### src/rtl/serial_shift_engine.sv
// Serial shift engine: frames a parallel word with cs_n, shifts it MSB-first on sclk_edge pulses
// and returns the sampled miso word. Optional even-parity bit enabled by `define SERIAL_PARITY_EN.
module serial_shift_engine #(
    parameter int unsigned WIDTH = 8,
    parameter int unsigned CNT_W = 4
) (
    input  logic             clk,
    input  logic             rst_n,
    input  logic             sclk_edge,
    input  logic [WIDTH-1:0] tx_data,
    input  logic             tx_valid,
    output logic             tx_ready,
    output logic             mosi,
    input  logic             miso,
    output logic             cs_n,
    output logic [WIDTH-1:0] rx_data,
    output logic             rx_valid,
    output logic             rx_parity_err,
    output logic             busy
);

`ifdef SERIAL_PARITY_EN
    localparam int unsigned FRAME = WIDTH + 1;
`else
    localparam int unsigned FRAME = WIDTH;
`endif

    typedef enum logic [1:0] {StIdle, StShift, StDone} state_e;

    state_e             state_q, state_d;
    logic [FRAME-1:0]   tx_sr_q, tx_sr_d;
    logic [WIDTH-1:0]   rx_sr_q, rx_sr_d;
    logic [WIDTH-1:0]   rx_data_q, rx_data_d;
    logic [CNT_W-1:0]   bit_cnt_q, bit_cnt_d;
    logic               last_edge;

`ifdef SERIAL_PARITY_EN
    logic               perr_q, perr_d;
`endif

    assign last_edge = (bit_cnt_q == CNT_W'(FRAME - 1));

    always_comb begin
        state_d   = state_q;
        tx_sr_d   = tx_sr_q;
        rx_sr_d   = rx_sr_q;
        rx_data_d = rx_data_q;
        bit_cnt_d = bit_cnt_q;
`ifdef SERIAL_PARITY_EN
        perr_d    = 1'b0;
`endif
        unique case (state_q)
            StIdle: begin
                if (tx_valid) begin
`ifdef SERIAL_PARITY_EN
                    // Parity rides in the LSB so it reaches the MSB after the data bits.
                    tx_sr_d = {tx_data, ^tx_data};
`else
                    tx_sr_d = tx_data;
`endif
                    bit_cnt_d = '0;
                    state_d   = StShift;
                end
            end
            StShift: begin
                if (sclk_edge) begin
                    tx_sr_d   = {tx_sr_q[FRAME-2:0], 1'b0};
                    bit_cnt_d = bit_cnt_q + CNT_W'(1);
`ifdef SERIAL_PARITY_EN
                    if (bit_cnt_q < CNT_W'(WIDTH)) begin
                        rx_sr_d = {rx_sr_q[WIDTH-2:0], miso};
                    end
`else
                    rx_sr_d = {rx_sr_q[WIDTH-2:0], miso};
`endif
                    if (last_edge) begin
                        state_d   = StDone;
                        rx_data_d = rx_sr_d;
`ifdef SERIAL_PARITY_EN
                        perr_d    = miso ^ (^rx_sr_q);
`endif
                    end
                end
            end
            StDone: begin
                state_d = StIdle;
            end
            default: begin
                state_d = StIdle;
            end
        endcase
    end

    always_ff @(posedge clk or negedge rst_n) begin
        if (!rst_n) begin
            state_q   <= StIdle;
            tx_sr_q   <= '0;
            rx_sr_q   <= '0;
            rx_data_q <= '0;
            bit_cnt_q <= '0;
        end else begin
            state_q   <= state_d;
            tx_sr_q   <= tx_sr_d;
            rx_sr_q   <= rx_sr_d;
            rx_data_q <= rx_data_d;
            bit_cnt_q <= bit_cnt_d;
        end
    end

`ifdef SERIAL_PARITY_EN
    always_ff @(posedge clk or negedge rst_n) begin
        if (!rst_n) begin
            perr_q <= 1'b0;
        end else begin
            perr_q <= perr_d;
        end
    end

    assign rx_parity_err = perr_q;
`else
    assign rx_parity_err = 1'b0;
`endif

    assign tx_ready = (state_q == StIdle);
    assign busy     = (state_q != StIdle);
    assign cs_n     = (state_q != StShift);
    assign mosi     = (state_q == StShift) & tx_sr_q[FRAME-1];
    assign rx_valid = (state_q == StDone);
    assign rx_data  = rx_data_q;

endmodule

### config.mk
export PLATFORM = sky130hd
export DESIGN_NAME = serial_shift_engine
export DESIGN_NICKNAME = d
export VERILOG_FILES = /design/src/rtl/serial_shift_engine.sv
export SDC_FILE = /design/constraint.sdc
export NUM_CORES = 1
export LEC_CHECK = 0
export CAP_MARGIN = 15
export CORE_MARGIN = 3
export CORE_UTILIZATION = 50
export DETAILED_ROUTE_END_ITERATION = 10
export HOLD_SLACK_MARGIN = 0.15
export PLACE_DENSITY_LB_ADDON = 0.05
export SYNTH_ARGS = -nofsm -noshare
export SYNTH_HDL_FRONTEND = slang
export SYNTH_SLANG_ARGS = --single-unit
### constraint.sdc
create_clock -name clk -period 2.3 [get_ports clk]
set_input_delay 0.46 -clock clk [delete_from_list [all_inputs] [get_ports clk]]
set_output_delay 0.46 -clock clk [all_outputs]
set_load 0.05 [all_outputs]
==> flow_summary.ini, run 1 <==
[global_route]
grt_pass1_wl_mm = 4.050
grt_max_degree = 30
antenna_found_initial = 0
grt_usage_pct = 16.83
gr-total-overflow = 0
grt_pass1_vias = 853

[critical_path]
worstSetupStartpointType = flop
worstPathRequired_ns = 1.84
cp_slowest_cell = dfrtp_1
arrival_ns = 1.60
max_stage_delay_ns = 0.46
cp_max_fo = 11
path_cells = nor2b_4 > and2_1 > buf_12
end_kind = primary output
crit_type = flop to primary output

[die]
pin_count = 27
fp.dieH_um = 56.45
core-area_um2 = 2318
start_util_pct = 54.88
fp-row-count = 17
die_area_um2 = 3186
die_w_um = 56.45

[flow_run]
cap_viol_max_count = 0

[cts]
cts_hold_repair.buffers = 0
root_buffer = clkbuf_4
cts_buffers = 5
clk_pin_slew_ns = 0.10
h-tree-depth = 2
clkSinkCount = 29
clk_latency_ns = 0.32
cts_tree = built
cts_setup_buffers = 0
clockBufferDepth = 2

[drt]
via_per_inst = 5.392
via_count = 825
drt-initial-drc-count = 19
wl_mm = 2.227
wl_per_cell_um = 14.56
first_pass_iters = 4
ant_nets = 0
drc_errors = 0

[power_and_ir_drop]
ir_worst_vdd_v = 0.0008862
powerDensity_nw_per_um2 = 1313
fin_total_pwr_mw = 2.119
leakagePower_nw = 0.7768

[placement]
hpwlAfterDp_mm = 1.558
placed_area_um2 = 1551
gp_congestion = 0.8076
portBuffers = 25

[sta]
rsz0062_at_grt = no
maxSlewViolCount = 0
setup_viol = 0
fin_crit_sh_pct = 89.40
fin_setup_tns_ns = 0
finalClockSkew_ns = 0.009294
tightest_slew_ns = 0.5071
max_clock_freq_mhz = 486.4
maxSlewHeadroom_pct = 66.14
period_needed_ns = 2.056
holdWs_ns = 0.4925
hold_viol = 0

[worst_hold_path]
holdCritPathClass = flop to flop

[synth]
syn-num-nets = 108
syn_area_um2 = 1272
yosys_warnings = 0
yosys_register_bits = 29
synth_cells = 94
yosysSeqAreaShare_pct = 57.03
syn_avg_cell_area_um2 = 13.54
synthDistinctLibCells = 29

[final_layout]
n_fill_cell = 172
nets = 138
layout-drive-gt1-share_pct = 29.60
diodes = 0
stdcell_area_um2 = 1614
syn2layout_area_growth_pct = 26.84

[run_status]
status = complete, no violations
## cell type report
type                    instances  area (µm²)  share of cell area, %
clock inverters                 3       17.52                  1.085
well taps                      28       35.03                  2.171
flip-flops and latches         29       725.7                  44.96
repair buffers                 27       280.3                  17.36
inverters                       2       7.507                 0.4651
multi-input cells              59       510.5                  31.63
clock buffers                   5       37.54                  2.326
## path summary, 6_finish.rpt
path | startpoint | to | slack (ns) | cells after the start
worst max-delay path | state_q[0]$_DFFE_PN0P_ | mosi | 0.24 | 3
worst min-delay path | bit_cnt_q[3]$_DFFE_PN0P_ | bit_cnt_q[3]$_DFFE_PN0P_ | 0.49 | 1
worst max register to register | state_q[0]$_DFFE_PN0P_ | rx_data[4]$_DFFE_PN0P_ | 0.51 | 4
worst min register to register | bit_cnt_q[3]$_DFFE_PN0P_ | bit_cnt_q[3]$_DFFE_PN0P_ | 0.49 | 1
max in group asynchronous | rst_n | tx_sr_q[6]$_DFFE_PN0P_ | 1.53 | 2
min in group asynchronous | rst_n | rx_sr_q[5]$_DFFE_PN0P_ | 0.50 | 2
## registers in the layout, indices dropped and copies added (netlist names)
signal,cells
tx_sr_q,8
rx_sr_q,7
state_q,2
bit_cnt_q,4
rx_data,8
## layout by cell type (no fill, tap or decap), types with 2 or more instances in the layout
master | netlist | final
buf_4 | 1 | 3
clkbuf_4 | 0 | 5
clkdlybuf4s50_1 | 0 | 20
clkinv_2 | 0 | 2
dfrtp_1 | 29 | 29
dlymetal6s2s_1 | 0 | 3
mux2_2 | 15 | 15
mux2_4 | 2 | 2
mux2i_1 | 6 | 6
nand2_1 | 2 | 2
nand3_1 | 8 | 8
nand4b_1 | 2 | 2
nor2_1 | 2 | 2
o21ai_0 | 7 | 7
## power by group
| group | switching [mW] | leakage [nW] | internal, mW |
|---|---|---|---|
| Sequential | 0.134 | 0.367 | 0.716 |
| Clock | 0.177 | 0.0310 | 0.115 |
| Combinational | 0.552 | 0.379 | 0.426 |
| Total | 0.862 | 0.777 | 1.26 |
## cell usage after synthesis
| cell type | count | area [µm²] |
|---|---|---|
| buf_2 | 2 | 10.01 |
| buf_4 | 1 | 7.510 |
| nand3b_2 | 1 | 11.26 |
| nor3b_1 | 1 | 7.510 |
| nand2_1 | 2 | 7.510 |
| nand4b_1 | 2 | 17.52 |
| ha_1 | 1 | 12.51 |
| a32o_1 | 1 | 10.01 |
| and2b_2 | 1 | 8.760 |
| nor2b_4 | 1 | 13.76 |
| nand3_1 | 8 | 40.04 |
| a22o_2 | 1 | 10.01 |
| a21oi_4 | 1 | 16.27 |
| o31ai_1 | 1 | 7.510 |
| conb_1 | 1 | 3.750 |
| inv_2 | 1 | 3.750 |
| mux2_2 | 15 | 168.9 |
| mux2_4 | 2 | 30.03 |
| nor2_1 | 2 | 7.510 |
| or3b_2 | 1 | 8.760 |
| nor2_4 | 1 | 11.26 |
| o21ai_0 | 7 | 35.03 |
| inv_1 | 1 | 3.750 |
| o211ai_1 | 1 | 7.510 |
| mux2i_1 | 6 | 60.06 |
| and2_1 | 1 | 6.260 |
| xor2_1 | 1 | 8.760 |
| buf_6 | 1 | 11.26 |
| dfrtp_1 | 29 | 725.7 |
## per-stage QoR
step                      util, %  cells  worst slack (ns)
after CTS                   69.29    153           0.02525
after detailed placement    66.92    145            0.2109
final                       69.62    153            0.2439
after floorplan                 -     94            0.2591
after global placement      66.92    145            0.2709
after global routing        69.62    153            0.1404
## logic make-up after synthesis
kind of cell | share of synthesized area (%)
compound gates | 6.785
other cells | 0.2947
flops | 57.03
buf+inv | 2.851
simple gates | 11.01
fa+ha+maj | 0.9831
mux | 20.35
xor+xnor | 0.6884
## repair_timing
action,4_1_cts,5_1_grt
endpoints found under the setup margin,0,3
gates resized for setup,0,3
endpoints found under the hold margin,0,0
## worst max-delay path, delay by kind of cell (launching register included)
kind	cells	cell delay, ns
DFF	1	0.46
and+or+nand+nor	2	0.67
buffers and inverters	1	0.14
## routing by layer
layer  vias up  global-route usage (%)  part of all wire, %
met5         -                       0                    0
met4         0                   8.136                  2.4
met3         4                   5.747                  6.2
met2        27                   23.43                   43
met1       397                   23.28                   48
li1        397                       -                    -
No activity file was read; power rests on OpenSTA's default activity.
==> run 2: changes to the inputs <==
- HOLD_SLACK_MARGIN: 0.15 -> not set
==> results of run 2 <==
Final layout, timing and power as in run 1 (identical DEF).
